==> config.mk <==
export PLATFORM = sky130hd
export DESIGN_NAME = video_timing_pattern_gen
export DESIGN_NICKNAME = d
export VERILOG_FILES = /design/src/rtl/video_timing_pattern_gen.sv
export SDC_FILE = /design/constraint.sdc
export NUM_CORES = 1
export LEC_CHECK = 0
export ABC_AREA = 1
export BUFFER_PORTS_ARGS = -buffer_cell sky130_fd_sc_hd__buf_2
export CAP_MARGIN = 20
export CORE_ASPECT_RATIO = 0.5
export CORE_MARGIN = 2
export CORE_UTILIZATION = 55
export DETAILED_ROUTE_END_ITERATION = 10
export PLACE_DENSITY = 0.76
export SETUP_SLACK_MARGIN = 0.3
export SKIP_CTS_REPAIR_TIMING = 1
export SYNTH_ARGS = -nofsm -noshare
export SYNTH_HDL_FRONTEND = slang
export SYNTH_SLANG_ARGS = --single-unit
export TNS_END_PERCENT = 5
==> constraint.sdc <==
create_clock -name clk_i -period 3.2 [get_ports clk_i]
set_input_delay 0.16 -clock clk_i [delete_from_list [all_inputs] [get_ports clk_i]]
set_output_delay 0.16 -clock clk_i [all_outputs]
set_load 0.005 [all_outputs]
==> src/rtl/video_timing_pattern_gen.sv <==
`default_nettype none
// ============================================================================
// Module  : video_timing_pattern_gen
// Brief   : Raster timing generator (vs/hs/de) with a 24-bit RGB test pattern.
// Revision: 1.0
// ============================================================================
module video_timing_pattern_gen #(
  parameter int CNT_BITS = 12,
  parameter int H_ACTIVE = 1920,
  parameter int H_FP     = 88,
  parameter int H_SYNC   = 44,
  parameter int H_BP     = 148,
  parameter int V_ACTIVE = 1080,
  parameter int V_FP     = 4,
  parameter int V_SYNC   = 5,
  parameter int V_BP     = 36
) (
  input  logic        clk_i,
  input  logic        rst_i,
  input  logic        en_i,
  input  logic [1:0]  pat_sel_i,
  input  logic [23:0] color_i,
  output logic        vs_o,
  output logic        hs_o,
  output logic        de_o,
  output logic [23:0] data_o,
  output logic [15:0] frame_cnt_o
);

  localparam int H_TOTAL = H_ACTIVE + H_FP + H_SYNC + H_BP;
  localparam int V_TOTAL = V_ACTIVE + V_FP + V_SYNC + V_BP;
  localparam int BAR_W   = H_ACTIVE / 8;

  localparam logic [CNT_BITS-1:0] c_ONE      = CNT_BITS'(1);
  localparam logic [CNT_BITS-1:0] c_H_LAST   = CNT_BITS'(H_TOTAL - 1);
  localparam logic [CNT_BITS-1:0] c_V_LAST   = CNT_BITS'(V_TOTAL - 1);
  localparam logic [CNT_BITS-1:0] c_H_ACT    = CNT_BITS'(H_ACTIVE);
  localparam logic [CNT_BITS-1:0] c_V_ACT    = CNT_BITS'(V_ACTIVE);
  localparam logic [CNT_BITS-1:0] c_HS_BEG   = CNT_BITS'(H_ACTIVE + H_FP);
  localparam logic [CNT_BITS-1:0] c_HS_END   = CNT_BITS'(H_ACTIVE + H_FP + H_SYNC);
  localparam logic [CNT_BITS-1:0] c_VS_BEG   = CNT_BITS'(V_ACTIVE + V_FP);
  localparam logic [CNT_BITS-1:0] c_VS_END   = CNT_BITS'(V_ACTIVE + V_FP + V_SYNC);
  localparam logic [CNT_BITS-1:0] c_BAR_LAST = CNT_BITS'(BAR_W - 1);

  typedef enum logic [0:0] {
    ST_IDLE = 1'b0,
    ST_RUN  = 1'b1
  } state_t;

  state_t              r_state;
  state_t              w_state_nxt;
  logic [CNT_BITS-1:0] r_h;
  logic [CNT_BITS-1:0] r_v;
  logic [CNT_BITS-1:0] r_bar_px;
  logic [2:0]          r_bar_idx;
  logic [1:0]          r_pat_sel;
  logic [23:0]         r_color;
  logic [15:0]         r_frame_cnt;
  logic                r_vs;
  logic                r_hs;
  logic                r_de;
  logic [23:0]         r_data;

  logic                w_frame_start;
  logic                w_run;
  logic                w_h_last;
  logic                w_v_last;
  logic                w_de;
  logic                w_hs;
  logic                w_vs;
  logic [1:0]          w_pat_sel;
  logic [23:0]         w_color;
  logic [23:0]         w_pixel;

  always_ff @(posedge clk_i) begin
    if (rst_i) begin
      r_state <= ST_IDLE;
    end else begin
      r_state <= w_state_nxt;
    end
  end

  // Run/stop decisions are only taken at the (0,0) counter state, so a
  // dropped enable always lets the current frame complete.
  always_comb begin
    w_frame_start = (r_h == '0) && (r_v == '0);
    w_state_nxt   = r_state;
    case (r_state)
      ST_IDLE: if (w_frame_start && en_i)  w_state_nxt = ST_RUN;
      ST_RUN:  if (w_frame_start && !en_i) w_state_nxt = ST_IDLE;
      default: w_state_nxt = ST_IDLE;
    endcase
    w_run = (w_state_nxt == ST_RUN);
  end

  always_comb begin
    w_h_last  = (r_h == c_H_LAST);
    w_v_last  = (r_v == c_V_LAST);
    w_de      = (r_h < c_H_ACT) && (r_v < c_V_ACT);
    w_hs      = (r_h >= c_HS_BEG) && (r_h < c_HS_END);
    w_vs      = (r_v >= c_VS_BEG) && (r_v < c_VS_END);
    w_pat_sel = w_frame_start ? pat_sel_i : r_pat_sel;
    w_color   = w_frame_start ? color_i   : r_color;
    w_pixel   = 24'h000000;
    case (w_pat_sel)
      2'd0: w_pixel = w_color;
      2'd1: begin
        case (r_bar_idx)
          3'd0:    w_pixel = 24'hFFFFFF;
          3'd1:    w_pixel = 24'hFFFF00;
          3'd2:    w_pixel = 24'h00FFFF;
          3'd3:    w_pixel = 24'h00FF00;
          3'd4:    w_pixel = 24'hFF00FF;
          3'd5:    w_pixel = 24'hFF0000;
          3'd6:    w_pixel = 24'h0000FF;
          default: w_pixel = 24'h000000;
        endcase
      end
      2'd2:    w_pixel = {r_h[7:0], r_h[7:0], r_h[7:0]};
      default: w_pixel = (r_h[5] ^ r_v[5]) ? 24'h000000 : 24'hFFFFFF;
    endcase
  end

  // Bar position tracks r_h incrementally, avoiding a divide by BAR_W.
  always_ff @(posedge clk_i) begin
    if (rst_i) begin
      r_h         <= '0;
      r_v         <= '0;
      r_bar_px    <= '0;
      r_bar_idx   <= 3'd0;
      r_pat_sel   <= 2'd0;
      r_color     <= 24'h000000;
      r_frame_cnt <= 16'd0;
    end else if (!w_run) begin
      r_h       <= '0;
      r_v       <= '0;
      r_bar_px  <= '0;
      r_bar_idx <= 3'd0;
    end else begin
      if (w_frame_start) begin
        r_pat_sel <= pat_sel_i;
        r_color   <= color_i;
      end
      if (w_h_last) begin
        r_h       <= '0;
        r_bar_px  <= '0;
        r_bar_idx <= 3'd0;
        r_v       <= w_v_last ? '0 : r_v + c_ONE;
      end else begin
        r_h <= r_h + c_ONE;
        if (r_bar_px == c_BAR_LAST) begin
          r_bar_px  <= '0;
          r_bar_idx <= r_bar_idx + 3'd1;
        end else begin
          r_bar_px <= r_bar_px + c_ONE;
        end
      end
      if (w_h_last && w_v_last) begin
        r_frame_cnt <= r_frame_cnt + 16'd1;
      end
    end
  end

  always_ff @(posedge clk_i) begin
    if (rst_i) begin
      r_vs   <= 1'b0;
      r_hs   <= 1'b0;
      r_de   <= 1'b0;
      r_data <= 24'h000000;
    end else begin
      r_vs   <= w_run && w_vs;
      r_hs   <= w_run && w_hs;
      r_de   <= w_run && w_de;
      r_data <= (w_run && w_de) ? w_pixel : 24'h000000;
    end
  end

  assign vs_o        = r_vs;
  assign hs_o        = r_hs;
  assign de_o        = r_de;
  assign data_o      = r_data;
  assign frame_cnt_o = r_frame_cnt;

endmodule
`default_nettype wire

==> results_tabular.tex <==
\begin{tabular}{lr}
\hline
Metric & Value \\
\hline
\multicolumn{2}{l}{\textbf{Run status}} \\
\quad Result of the run & completed \\
\multicolumn{2}{l}{\textbf{Global routing}} \\
\quad Vias in the first global route & approximately 4700 \\
\quad Combined global-route utilization of all metal layers & 24.9\% \\
\quad Number of antenna violations at the first check in global routing & 0 \\
\quad First-pass GRT wire length & 22200 µm \\
\quad Global-route congestion overflow total & 0 \\
\quad Pin count of the biggest net entering global routing & 56 \\
\multicolumn{2}{l}{\textbf{Place}} \\
\quad DPL Wire Length & roughly 9800 µm \\
\quad Placed insts & 958 \\
\quad \# port buffers & between 70 and 80 \\
\quad Final weighted congestion in routability-driven placement & 0.930 \\
\quad Post-Place Worst Slack & around 500 ps \\
\multicolumn{2}{l}{\textbf{Routing}} \\
\quad Count of vias placed by the detailed router & 5438 \\
\quad Remaining number of nets flagged by the antenna check after routing & 0 \\
\quad Post-route DRC violation count & 0 \\
\quad Mean routed wirelength per cell & between 10 and 15 µm \\
\quad Number of optimization iterations in the first detailed-route pass & 7 \\
\quad Vias per Instance & 5.59 \\
\quad Starting DRC count in detailed routing & 582 \\
\quad Total Routed Length & 13900 µm \\
\multicolumn{2}{l}{\textbf{STA}} \\
\quad Post-route setup slack & 479 ps \\
\quad Count of endpoints failing setup in the final report & 0 \\
\quad Relative slew slack & 65.8\% \\
\quad Fin. max-slew vios & 0 \\
\quad Slew of the pin with the lowest slew margin & 510 ps \\
\quad Final worst path period need & 2720 ps \\
\quad Final total negative setup slack & 0 ps \\
\quad Setup clock skew after layout & between 10 and 15 ps \\
\quad Hold Violations, Final & 0 \\
\quad Max Freq & 367 MHz \\
\quad RSZ-0062 raised after global routing & true \\
\quad Final critical-path share of the clock period & 85.0\% \\
\multicolumn{2}{l}{\textbf{Worst setup path}} \\
\quad Worst r2r path cells & 11 \\
\quad Required time of the worst setup path & 3420 ps \\
\quad Critical path type & reg -> reg \\
\quad Terminus of the critical flop-to-flop path & data\_o[19]\$\_SDFF\_PP0\_ \\
\quad Kind of end point of the critical path & flop \\
\quad Critical Path Fanout Max & 28 \\
\quad Reg-to-reg slack, setup & 480 ps \\
\quad Data arrival at the endpoint of the critical path & 2940 ps \\
\quad Reg2Reg Launch Point & r\_v[0]\$\_SDFFE\_PP0P\_ \\
\quad Type of origin of the critical path & flop \\
\multicolumn{2}{l}{\textbf{Final layout}} \\
\quad Most common library cell in the layout ignoring fill and taps & nand2\_1 \\
\quad Final non-filler cell total & 973 \\
\quad Area growth, synth to finish & 11.7\% \\
\quad Fin nets & between 800 and 900 \\
\quad Antenna Cells & 0 \\
\quad Ratio of cells with drive above 1 in the final layout & 15.2\% \\
\quad Layout Utilization & 62.2\% \\
\quad Most used cells in the layout excluding fill and tap cells & 125 x nand2\_1, 115 x nor2\_1, 109 x dfxtp\_1, 97 x nand3\_1, 71 x buf\_2 \\
\multicolumn{2}{l}{\textbf{Yosys}} \\
\quad Post-Synthesis Mean Instance Area & 7.21 µm² \\
\quad Main synth FF type & dfxtp\_1 \\
\quad Adder-Cell Fraction of Synth Area & approximately 2.7\% \\
\quad Simple-gate area share of the yosys netlist & a little under two fifths \\
\quad Synth Area in XOR/XNOR & around 4.8\% \\
\quad Post-Syn Area & 5620 µm² \\
\quad Cells after synthesis & 779 \\
\quad Number of enable-type register cells in the synthesized netlist & 0 \\
\quad Portion of netlist area occupied by mux cells & 0\% \\
\quad Synth Area in Compound Gates & around 9.1\% \\
\quad Combinational family with the most area after synthesis & simple AND/OR/NAND/NOR gates \\
\quad Share of the yosys chip area belonging to registers & between 30\% and 40\% \\
\quad Number of storage elements in the synthesis netlist & 109 \\
\quad Count of distinct cell types in the synthesized netlist & 39 \\
\quad Warnings, synthesis & 0 \\
\quad Fraction of registers with async set or reset after synthesis & 0\% \\
\quad Syn Nets & 820 \\
\multicolumn{2}{l}{\textbf{Floorplanning}} \\
\quad Total die area & between 10000 and 15000 µm² \\
\quad Vertical die dimension & around 75 µm \\
\quad Boundary Pins & 72 \\
\quad Row count & 26 \\
\quad Core area & 10100 µm² \\
\quad Initial cell density of the core & 55.7\% \\
\quad Die Span X & 147 µm \\
\multicolumn{2}{l}{\textbf{Hold path}} \\
\quad Cell count of the worst hold path & 3 \\
\quad Min-Delay Path Class & in -> reg \\
\quad Hold path start & color\_i[17] \\
\quad Endpoint with the worst hold slack & r\_color[17]\$\_SDFFE\_PP0P\_ \\
\multicolumn{2}{l}{\textbf{CTS}} \\
\quad Worst-Skew Late Latency & 350 ps \\
\quad Clock H-tree levels & 3 \\
\quad TritonCTS Buffers & 9 \\
\quad Number of buffers on the longest clock path & 2 \\
\quad TritonCTS clock tree & yes \\
\quad Sink count of the clock tree & 109 \\
\quad Clock input transition at the sequential cells of the worst setup and hold paths & around 70 ps \\
\quad Cell chosen for the clock root & clkbuf\_16 \\
\multicolumn{2}{l}{\textbf{Pwr}} \\
\quad Lkg Pwr & 2.66 nW \\
\quad Overall Power & $\sim$3.0 mW \\
\quad Peak supply drop & 0.000294 V \\
\quad Total power density per cell area & 480 nW/µm² \\
\multicolumn{2}{l}{\textbf{Flow run}} \\
\quad Maximum capacitance violations & 0 \\
\hline
\end{tabular}
-- stage by stage --
step	area [µm²]	hold WS [ps]
detailed placement	5990	436
global placement	5990	431
global route	6280	124
floorplan	5620	229
CTS	6270	122
finish	6280	122
-- routing by layer --
| metal | routed length [µm] | GRT usage, % |
|---|---|---|
| met3 | 967 | 5.45 |
| met2 | 6160 | 41.2 |
| met5 | 0 | 0 |
| met1 | 6510 | 34.0 |
| met4 | 218 | 6.52 |
-- area by class of cell --
cell class | instances | area [µm²]
Multi-Input combinational cell | 576 | 3030
Timing Repair Buffer | 76 | 393
Inverter | 57 | 216
Tap cell | 140 | 175
Fill cell | 949 | 3810
Clock inverter | 5 | 42.5
Sequential cell | 109 | 2180
Clock buffer | 10 | 239
-- registers in the layout (all words and copies together) (netlist names) --
signal	count
hs_o	1
r_pat_sel	2
data_o	24
r_color	24
frame_cnt_o	16
r_v	12
vs_o	1
r_h	12
r_state	1
de_o	1
r_bar_idx	3
r_bar_px	12
-- power breakdown --
group          internal [mW]  total, mW  switching, mW
clock                  0.554       1.07          0.516
combinational          0.158      0.477          0.319
sequential              1.43       1.46         0.0312
-- worst max-delay path by stage --
stage | from | to | slack (ps) | cells after the start
after floorplan | r_v[0]$_SDFFE_PP0P_ | frame_cnt_o[6]$_SDFFE_PP0P_ | 1390 | 13
after global placement | r_v[0]$_SDFFE_PP0P_ | data_o[21]$_SDFF_PP0_ | 510 | 11
after detailed placement | r_v[0]$_SDFFE_PP0P_ | data_o[10]$_SDFF_PP0_ | 500 | 11
after CTS | r_v[0]$_SDFFE_PP0P_ | data_o[20]$_SDFF_PP0_ | 480 | 11
after global routing | r_v[0]$_SDFFE_PP0P_ | r_pat_sel[0]$_SDFFE_PP0P_ | 240 | 14
final | r_v[0]$_SDFFE_PP0P_ | data_o[19]$_SDFF_PP0_ | 480 | 11
-- critical path, stage by stage (launching register included) --
cell	delay (ps)
dfxtp_1	340
inv_1	110
ha_1	220
nand3_2	140
nor2_8	340
nand3_4	350
nand2_2	180
nand2_4	190
nand3_1	400
nand3_1	150
nor2_1	130
nor2_1	50
-- cells by family after synthesis --
group / count (synthesis)
flops: 109
compound gates: 93
buf+inv: 94
fa+ha+maj: 12
xor+xnor: 31
simple gates: 440
-- synthesized netlist by cell type, drive strengths merged (3+ instances only) --
library cell    n  share of area (%)
o21ai          33                2.9
nor4            6               0.67
nor2          127                9.7
ha             12                2.7
buf            27                2.9
nand2         135                9.6
or2             4               0.45
nand3         100                9.3
nand3b          3               0.40
xnor2           9                1.4
xor2           22                3.4
dfxtp         109                 39
inv            56                3.8
nor3           23                2.3
a21oi          30                2.7
a31oi          26                2.9
nand4          38                4.3
clkbuf         10               0.67
Note: power is estimated with default switching activity, not from simulation.
